File: config.mk
export PLATFORM = sky130hd
export DESIGN_NAME = ppu_reg_master
export DESIGN_NICKNAME = d
export VERILOG_FILES = /design/src/rtl/ppu_reg_master.sv
export SDC_FILE = /design/constraint.sdc
export NUM_CORES = 1
export LEC_CHECK = 0
export CORE_UTILIZATION = 28
export CTS_BUF_LIST = sky130_fd_sc_hd__clkbuf_16
export CTS_CLUSTER_SIZE = 16
export DETAILED_ROUTE_END_ITERATION = 8
export PLACE_DENSITY = 0.66
export REMOVE_ABC_BUFFERS = 1
export SKIP_CTS_REPAIR_TIMING = 1
export SYNTH_ARGS = -nofsm -noshare
export SYNTH_HDL_FRONTEND = slang
export SYNTH_SLANG_ARGS = --single-unit
File: constraint.sdc
create_clock -name clk -period 4.7 [get_ports clk]
set_clock_uncertainty 0.1 [all_clocks]
set_input_delay 0.705 -clock clk [delete_from_list [all_inputs] [get_ports clk]]
set_output_delay 0.705 -clock clk [all_outputs]
set_load 0.05 [all_outputs]
File: src/rtl/ppu_reg_master.sv
// ppu_reg_master
//   CPU-side initiator for the PPU 8-register port. Each accepted request
//   becomes one chip-select cycle lasting DIV clocks. One rsp_valid pulse is
//   returned per access. A read also returns the data sampled on the last
//   clock of that cycle.
//   Separately, the PPU NMI line is synchronised. Each falling edge sets a
//   pending flag and increments a wrapping 8-bit counter.
//
// Ports
//   clk, rst_n                  clock / async active-low reset
//   req_valid/ready/write/addr/wdata
//                               single-access request channel
//   rsp_valid, rsp_rdata        completion pulse, last read data
//   ppu_cs_n/rw/addr/wdata/data_oe
//                               bus toward PPU (rw=1 means write)
//   ppu_rdata                   PPU read data
//   ppu_irq_n                   PPU NMI, async, active low
//   nmi_pending, nmi_ack        sticky NMI flag and its clear
//   nmi_count                   NMI edge count, wraps
module ppu_reg_master #(
  parameter int DIV   = 3,
  parameter int CNT_W = 4
) (
  input  logic       clk,
  input  logic       rst_n,
  input  logic       req_valid,
  output logic       req_ready,
  input  logic       req_write,
  input  logic [2:0] req_addr,
  input  logic [7:0] req_wdata,
  output logic       rsp_valid,
  output logic [7:0] rsp_rdata,
  output logic       ppu_cs_n,
  output logic       ppu_rw,
  output logic [2:0] ppu_addr,
  output logic [7:0] ppu_wdata,
  output logic       ppu_data_oe,
  input  logic [7:0] ppu_rdata,
  input  logic       ppu_irq_n,
  output logic       nmi_pending,
  input  logic       nmi_ack,
  output logic [7:0] nmi_count
);

  typedef enum logic [1:0] {IDLE, ACCESS, RELEASE} state_t;

  typedef struct packed {
    logic       cs_n;
    logic       rw;
    logic [2:0] addr;
    logic [7:0] wdata;
    logic       oe;
  } bus_t;

  localparam bus_t             BUS_RST = '{cs_n: 1'b1, rw: 1'b0, addr: 3'd0, wdata: 8'h00, oe: 1'b0};
  localparam logic [CNT_W-1:0] LAST    = CNT_W'(DIV - 1);

  state_t           state_q, state_d;
  logic [CNT_W-1:0] cnt_q, cnt_d;
  bus_t             bus_q, bus_d;
  logic [7:0]       rdata_q, rdata_d;

  always_ff @(posedge clk or negedge rst_n) begin
    if (!rst_n) begin
      state_q <= IDLE;
      cnt_q   <= '0;
      bus_q   <= BUS_RST;
      rdata_q <= 8'h00;
    end else begin
      state_q <= state_d;
      cnt_q   <= cnt_d;
      bus_q   <= bus_d;
      rdata_q <= rdata_d;
    end
  end

  always_comb begin
    state_d = state_q;
    cnt_d   = cnt_q;
    bus_d   = bus_q;
    rdata_d = rdata_q;
    case (state_q)
      IDLE: begin
        // Bus fields are registered on the accept edge.
        // This makes cs_n fall on that same edge.
        if (req_valid) begin
          bus_d   = '{cs_n: 1'b0, rw: req_write, addr: req_addr, wdata: req_wdata, oe: req_write};
          cnt_d   = '0;
          state_d = ACCESS;
        end
      end
      ACCESS: begin
        cnt_d = cnt_q + CNT_W'(1);
        if (cnt_q == LAST) begin
          // bus_q.rw still holds the access direction here.
          if (!bus_q.rw) rdata_d = ppu_rdata;
          // addr and wdata keep their values after the access ends.
          bus_d.cs_n = 1'b1;
          bus_d.oe   = 1'b0;
          bus_d.rw   = 1'b0;
          state_d    = RELEASE;
        end
      end
      RELEASE: state_d = IDLE;
      default: state_d = IDLE;
    endcase
  end

  assign req_ready   = (state_q == IDLE);
  assign rsp_valid   = (state_q == RELEASE);
  assign rsp_rdata   = rdata_q;
  assign ppu_cs_n    = bus_q.cs_n;
  assign ppu_rw      = bus_q.rw;
  assign ppu_addr    = bus_q.addr;
  assign ppu_wdata   = bus_q.wdata;
  assign ppu_data_oe = bus_q.oe;

  // NMI path: two-flop synchroniser, then prev flop for edge detection.
  logic irq_s1, irq_s2, irq_prev, irq_fall;
  logic nmi_pend_q;
  logic [7:0] nmi_cnt_q;

  assign irq_fall = irq_prev & ~irq_s2;

  always_ff @(posedge clk or negedge rst_n) begin
    if (!rst_n) begin
      irq_s1     <= 1'b1;
      irq_s2     <= 1'b1;
      irq_prev   <= 1'b1;
      nmi_pend_q <= 1'b0;
      nmi_cnt_q  <= 8'h00;
    end else begin
      irq_s1   <= ppu_irq_n;
      irq_s2   <= irq_s1;
      irq_prev <= irq_s2;
      // A new edge wins over an ack in the same cycle, so no NMI is lost.
      if (irq_fall) begin
        nmi_pend_q <= 1'b1;
        nmi_cnt_q  <= nmi_cnt_q + 8'd1;
      end else if (nmi_ack) begin
        nmi_pend_q <= 1'b0;
      end
    end
  end

  assign nmi_pending = nmi_pend_q;
  assign nmi_count   = nmi_cnt_q;

endmodule
Word level (Yosys, flattened, before mapping)
Index checks and enable logic that the tools add are counted.

word-level totals
  logic and storage cells = 42
  input bits = 25
  output and inout port bits = 33
  register bits = 40

operators by class
  eq/ne operators = 5
  bitwise logic cells = 3
  reduce and logical (&&, ||, !) cells = 8
  multiplexer cells = 11
  add/sub/neg operators = 2

operators by type and width
  cell                                                                   number
  14-bit 2-to-1 mux                                                      1
  8-bit by 1-bit adder with 8-bit output, second input constant          1
  2-bit case mux with 2 select lines                                     2
  4-bit case mux with 2 select lines                                     1
  2-bit AND reduction                                                    3
  3-bit AND reduction                                                    2
  4-bit by 1-bit adder with 4-bit output, second input constant          1
  4-bit by 2-bit equality test with 1-bit output, second input constant  1
  2-bit 2-to-1 mux                                                       2
  4-bit 2-to-1 mux                                                       1
  2-bit inequality test, second input constant                           2
  2-bit nonzero test                                                     2
  1-bit 2-to-1 mux                                                       3
  2-bit by 1-bit equality test with 1-bit output, second input constant  1
  2-bit equality test, second input constant                             1
  2-bit logical NOT                                                      1
  1-bit NOT                                                              2
  1-bit case mux with 2 select lines                                     1
  1-bit bitwise AND                                                      1

Logic depth before layout (Yosys ltp)
Gate-level depths: netlist of the first run.

  depth after elaboration = 3
  mapped depth = 6
  mapped depth without buffers = 5

Worst setup path before layout of the first run
No wires, ideal clock.

  path type = register -> output
  from = register state_q[0]
  to = output port req_ready
  path slack = 2.771 ns
  data required time = 3.895 ns
  stages on the path, launching flop included = 2
  buffers on the path = 0
  arrival time = 1.124 ns
  path through = dfrtp_1 nor2_1

between the ends
  longest elaborated chain between the ends = 1

RTL lines
  element                   line  source
  start: declaration        58    state_t state_q, state_d;
  start signal: assignment  70    state_q <= state_d;
  2-bit logical NOT         109   assign req_ready = (state_q == IDLE);
  end: declaration          27    output logic req_ready,

No other way between the ends.

Worst setup path in the final report of the first run
  from = register state_q[0]
  to = output port rsp_valid

between the ends
  longest elaborated chain between the ends = 1

RTL lines
  element              line  source
  2-bit equality test  110   assign rsp_valid = (state_q == RELEASE);
  end: declaration     31    output logic rsp_valid,

No other way between the ends.

==> flow_summary.json, run 1 <==
{
  "core_um2": 5510,
  "die_w_um": 77.4,
  "synth-edff-count": 0,
  "required_ns": 3.89,
  "antenna_cells": 0,
  "h-tree-depth": 2,
  "cts_buffer_depth": 2,
  "rsz0062_at_grt": "false",
  "start_kind": "flop",
  "core.rowCount": 27,
  "powerDensity_nw_per_um2": 835,
  "endpoint": "rsp_valid",
  "max_freq_mhz": 386,
  "vias_per_cell": 4.48,
  "finalWorstSetupSlack_ns": 2.11,
  "synthDistinctLibCells": 32,
  "regToRegStartpoint": "cnt_q[0]",
  "netSwitchingPower_uw": 838,
  "reg2regPathDepth": 5,
  "cp_cell_sequence": "and2b_2 > clkdlybuf4s50_1",
  "async_reset_ff_frac": 1.00,
  "synth_mux_area_frac": 0.167,
  "drt_pass1_iterations": 4,
  "peakVddDrop_mv": 0.480,
  "antenna_found_initial": 0,
  "wirelength_mm": 2.97,
  "path_clk_slew_ns": 0.05,
  "start_util": 0.289,
  "io_pins": 58,
  "vias": 1097,
  "setup_violations": 0,
  "slew_headroom": 0.398,
  "outcome": "completed",
  "layout_common_cells": "clkdlybuf4s50_1 (56), dfrtp_1 (35), mux2_2 (13), nand2_1 (9), mux2_4 (8)",
  "synth_top_area_frac": 0.550,
  "internal_power_mw": 1.18,
  "critPathSlowestCell": "clkdlybuf4s50_1",
  "dieHeight_um": 77.4,
  "yosysTopAreaCell": "dfrtp_1",
  "grt-ovfl-total": 0,
  "timing.rr.end": "rsp_rdata[2]",
  "place.gp.congestion": 0.724,
  "swShare": 0.415,
  "p_leak_nw": 1.05,
  "routedWlPerCell_um": 12.1,
  "r2r_slack_ns": 2.67,
  "yosys_warnings": 0,
  "p_comb_frac": 0.496,
  "post_synth.cell_area_avg_um2": 14.3,
  "die_area_um2": 5990,
  "track_usage": 0.110,
  "portBuffers": 57,
  "crit_start": "state_q[0]",
  "worstPathArrival_ns": 1.79,
  "clk_latency_ns": 0.27,
  "worst_setup_path_end_kind": "output port",
  "grt_max_degree": 40,
  "yosys.area_share.simple": 0.0983,
  "worst_slew_pin_slew_ns": 0.900,
  "crit_fanout": 8,
  "cap_violations": 0,
  "final_common_cell": "clkdlybuf4s50_1",
  "area_growth_pct": 51.9,
  "nNetsFinal": 200,
  "seqPwrFrac": 0.295,
  "placed_area_um2": 2230,
  "synthAdderAreaFrac": 0.0236,
  "grt_first_pass_wirelength_mm": 5.04,
  "fin_setup_tns_ns": 0,
  "clock_power_share": 0.210,
  "crit_type": "reg -> out",
  "syn_inst": 111,
  "period_needed_ns": 2.59,
  "synth_top_family_by_area": "multiplexers",
  "yosysSeqAreaShare": 0.616,
  "period_share": 0.552,
  "min_path_type": "reg -> reg",
  "cts_buffers": 5,
  "cts_tree": "built",
  "max_stage_delay_ns": 0.79,
  "hold_violations": 0,
  "grt_pass1_vias": 1062,
  "numClockSinks": 39,
  "stdcell_area_um2": 2420,
  "synth-main-ff-cell": "dfrtp_1",
  "pre_cts_slack_ns": 2.08,
  "clk_root_buffer_cell": "clkbuf_16",
  "ys_ff_latch": 39,
  "yosys-top-cells-area": "dfrtp_1 (55%), mux2_2 (9.2%), mux2_4 (7.5%), dfstp_2 (6.6%), xnor2_1 (2.8%)",
  "drive_gt1_frac": 0.214,
  "fill_cells": 510,
  "dp_hpwl_mm": 2.07,
  "synth_area_um2": 1590,
  "dr.first_iter.drc_count": 36,
  "synth_compound_area_frac": 0.0362,
  "postRouteAntennaNets": 0,
  "synth_xor_area_frac": 0.0385,
  "drc": 0,
  "slew_viol_final": 0
}
worst min path at each step:
| stage | startpoint | end | depth (start not counted) |
|---|---|---|---|
| after global placement | irq_s1 | irq_s2 | 0 |
| final | irq_s1 | irq_s2 | 0 |
| after CTS | irq_s1 | irq_s2 | 0 |
| after floorplan | irq_s1 | irq_s2 | 0 |
| after detailed placement | irq_s1 | irq_s2 | 0 |
| after global routing | irq_s1 | irq_s2 | 0 |
flip-flops by register name, indices dropped and copies added, names as in the netlist:
name         cells
cnt_q            4
irq_prev         1
irq_s1           1
irq_s2           1
nmi_count        8
nmi_pending      1
ppu_addr         3
ppu_cs_n         1
ppu_rw           1
ppu_wdata        8
rsp_rdata        8
state_q          2
kinds of logic (layout without fill, tap and decap cells):
logic type / Yosys count / after routing
DFF: 39 / 39
and+or+nand+nor: 27 / 27
muxes: 21 / 21
AOI/OAI and AO/OA: 9 / 9
xor gates and xnor gates: 7 / 7
buffers and inverters: 5 / 67
adders and majority gates: 3 / 3
Yosys cell counts, drive strengths merged, types with 2 or more instances:
cell	n
dfrtp	35
mux2	21
nand2	9
xnor2	5
dfstp	4
o21ai	4
buf	3
ha	3
nand2b	3
nor2	3
and2b	2
inv	2
nand3	2
nor3b	2
xor2	2
per-layer routing:
layer  track usage  part of all wire  up-vias
met5             0                 0        -
met4        0.0509             0.018        0
met3        0.0435             0.072        7
met2         0.165              0.45       45
met1         0.138              0.46      537
li1              -                 -      508
cell type report:
| type | instances | area, µm² | area share |
|---|---|---|---|
| timing repair buffer | 57 | 566 | 0.234 |
| inverter | 2 | 7.51 | 0.00311 |
| clock inverter | 3 | 63.8 | 0.0264 |
| tap | 72 | 90.1 | 0.0373 |
| sequential | 39 | 981 | 0.406 |
| multi-input combinational | 67 | 584 | 0.242 |
| clock buffer | 5 | 125 | 0.0518 |
stage by stage:
step | hold WS [ns] | total power [mW] | std cells | utilization
2_1_floorplan | 0.245 | 1.27 | 108 | -
3_3_place_gp | 0.247 | 1.60 | 237 | 0.405
4_1_cts | 0.255 | 2.04 | 245 | 0.439
3_5_place_dp | 0.249 | 1.61 | 237 | 0.405
5_1_grt | 0.252 | 2.12 | 245 | 0.439
6_report | 0.253 | 2.02 | 245 | 0.439
worst max-delay path, delay by kind of cell, from the launching register on:
family                 cells  cell delay [ns]
buffers and inverters      1             0.79
AND/OR/NAND/NOR            1             0.25
flip-flops                 1             0.47
power by group through the flow:
stage | logic (mW) | clock network, mW | registers, mW
after CTS | 1.01 | 0.437 | 0.597
after global placement | 0.999 | 0 | 0.598
after detailed placement | 1.01 | 0 | 0.600
after global routing | 1.05 | 0.455 | 0.618
final | 1.00 | 0.424 | 0.595
after floorplan | 0.259 | 0 | 1.01
Note: power is estimated with default switching activity, not from simulation.
==> run 2: changes to the inputs <==
==> constraint.sdc (replaced) <==
create_clock -name clk -period 2.55 [get_ports clk]
set_clock_uncertainty 0.1 [all_clocks]
set_input_delay 0.3825 -clock clk [delete_from_list [all_inputs] [get_ports clk]]
set_output_delay 0.3825 -clock clk [all_outputs]
set_load 0.05 [all_outputs]
==> run 2 against run 1 <==
Die area did not move. Wire length down 2.0%. Non-clock buffer count up 1. Cell count increased by 0.41%. Register-to-register slack worse by 2.1 ns. Cell area decreased by 0.78%. Sequential power up 83%. Critical path type unchanged. Largest cell class unchanged.
==> flow_summary.json, run 2 (synthesized netlist as in run 1, its figures left out) <==
{
  "path_clk_slew_ns": 0.05,
  "core_um2": 5510,
  "worst_setup_path_end_kind": "output port",
  "grt_first_pass_wirelength_mm": 5.17,
  "placed_area_um2": 2240,
  "worst_slew_pin_slew_ns": 0.870,
  "start_kind": "flop",
  "slew_headroom": 0.420,
  "clk_root_buffer_cell": "clkbuf_16",
  "critPathSlowestCell": "clkdlybuf4s50_1",
  "drive_gt1_frac": 0.213,
  "final_common_cell": "clkdlybuf4s50_1",
  "rsz0062_at_grt": "false",
  "period_needed_ns": 2.27,
  "crit_buf_inv": 1,
  "cts_buffers": 5,
  "portBuffers": 57,
  "layout_common_cells": "clkdlybuf4s50_1 (56), dfrtp_1 (35), mux2_2 (13), nand2_1 (9), mux2_4 (8)",
  "max_stage_delay_ns": 0.81,
  "area_growth_pct": 50.7,
  "dieHeight_um": 77.4,
  "h-tree-depth": 2,
  "crit_family": "buffers and inverters",
  "required_ns": 2.07,
  "start_util": 0.289,
  "antenna_found_initial": 0,
  "cts_tree": "built",
  "vias": 1067,
  "dr.first_iter.drc_count": 29,
  "fin_setup_tns_ns": 0,
  "numClockSinks": 39,
  "setup_violations": 0,
  "min_path_type": "in -> async",
  "routedWlPerCell_um": 11.8,
  "whs_ns": 0.128,
  "grt_max_degree": 40,
  "clk_latency_ns": 0.27,
  "vias_per_cell": 4.34,
  "nNetsFinal": 201,
  "grt-ovfl-total": 0,
  "drc": 0,
  "drt_pass1_iterations": 4,
  "dp_hpwl_mm": 2.04,
  "dpl.cell_count": 238,
  "peakVddDrop_mv": 0.807,
  "max_freq_mhz": 440,
  "crit_type": "reg -> out",
  "grt_pass1_vias": 1107,
  "hold_violations": 0,
  "io_pins": 58,
  "wirelength_mm": 2.91,
  "outcome": "completed",
  "powerDensity_nw_per_um2": 1510,
  "worstPathArrival_ns": 1.79,
  "cap_violations": 0,
  "die_w_um": 77.4,
  "p_leak_nw": 1.05,
  "core.rowCount": 27,
  "antenna_cells": 0,
  "die_area_um2": 5990,
  "period_share": 0.891,
  "stdcell_count": 246,
  "stdcell_area_um2": 2400,
  "cp_cell_sequence": "and2b_2 > clkdlybuf4s50_1",
  "place.gp.congestion": 0.767,
  "postRouteAntennaNets": 0,
  "track_usage": 0.110,
  "slew_viol_final": 0,
  "crit_fanout": 8,
  "cts_buffer_depth": 2
}
run 2: changes by cell type in the layout (fill, tap and decap cells not counted), sizes merged:
cell,delta
bufinv,-1
inv,+1
buf,+1
run 2: cell type report:
type                    count  area (µm²)
well taps                  72        90.1
inverters                   2        7.51
clock buffers               5         125
clock inverters             3        37.5
fillers                   515        3110
flip-flops and latches     39         981
multi-input cells          67         584
repair buffers             58         573
run 2: worst paths after layout:
check | startpoint | to | slack, ns | cells past startpoint
setup / recovery | state_q[0] | rsp_valid | 0.28 | 2
hold / removal | rst_n | cnt_q[2] | 0.13 | 1
setup reg to reg | cnt_q[0] | rsp_rdata[6] | 0.53 | 5
hold reg to reg | irq_s1 | irq_s2 | 0.26 | 0
max in group asynchronous | rst_n | ppu_addr[2] | 1.68 | 1
min in group clk | irq_s1 | irq_s2 | 0.26 | 0
run 2: routing by layer:
metal,global-route usage,part of all wire,vias up
li1,-,-,507
met3,0.0400,0.080,6
met1,0.154,0.51,507
met4,0.0377,0.013,0
met5,0,0,-
met2,0.156,0.40,47
run 2: stage by stage:
stage	worst slack [ns]	total power, mW	utilization
floorplan	0.499	2.34	-
global placement	0.593	2.95	0.406
detailed placement	0.534	2.96	0.406
CTS	0.270	3.66	0.436
global route	0.216	3.82	0.436
finish	0.277	3.61	0.436
run 2: power by group:
part	total [mW]	switching (mW)	internal (mW)	leakage [nW]
registers	1.09	0.203	0.890	0.466
clock network	0.673	0.219	0.454	0.0864
logic	1.85	1.11	0.734	0.493
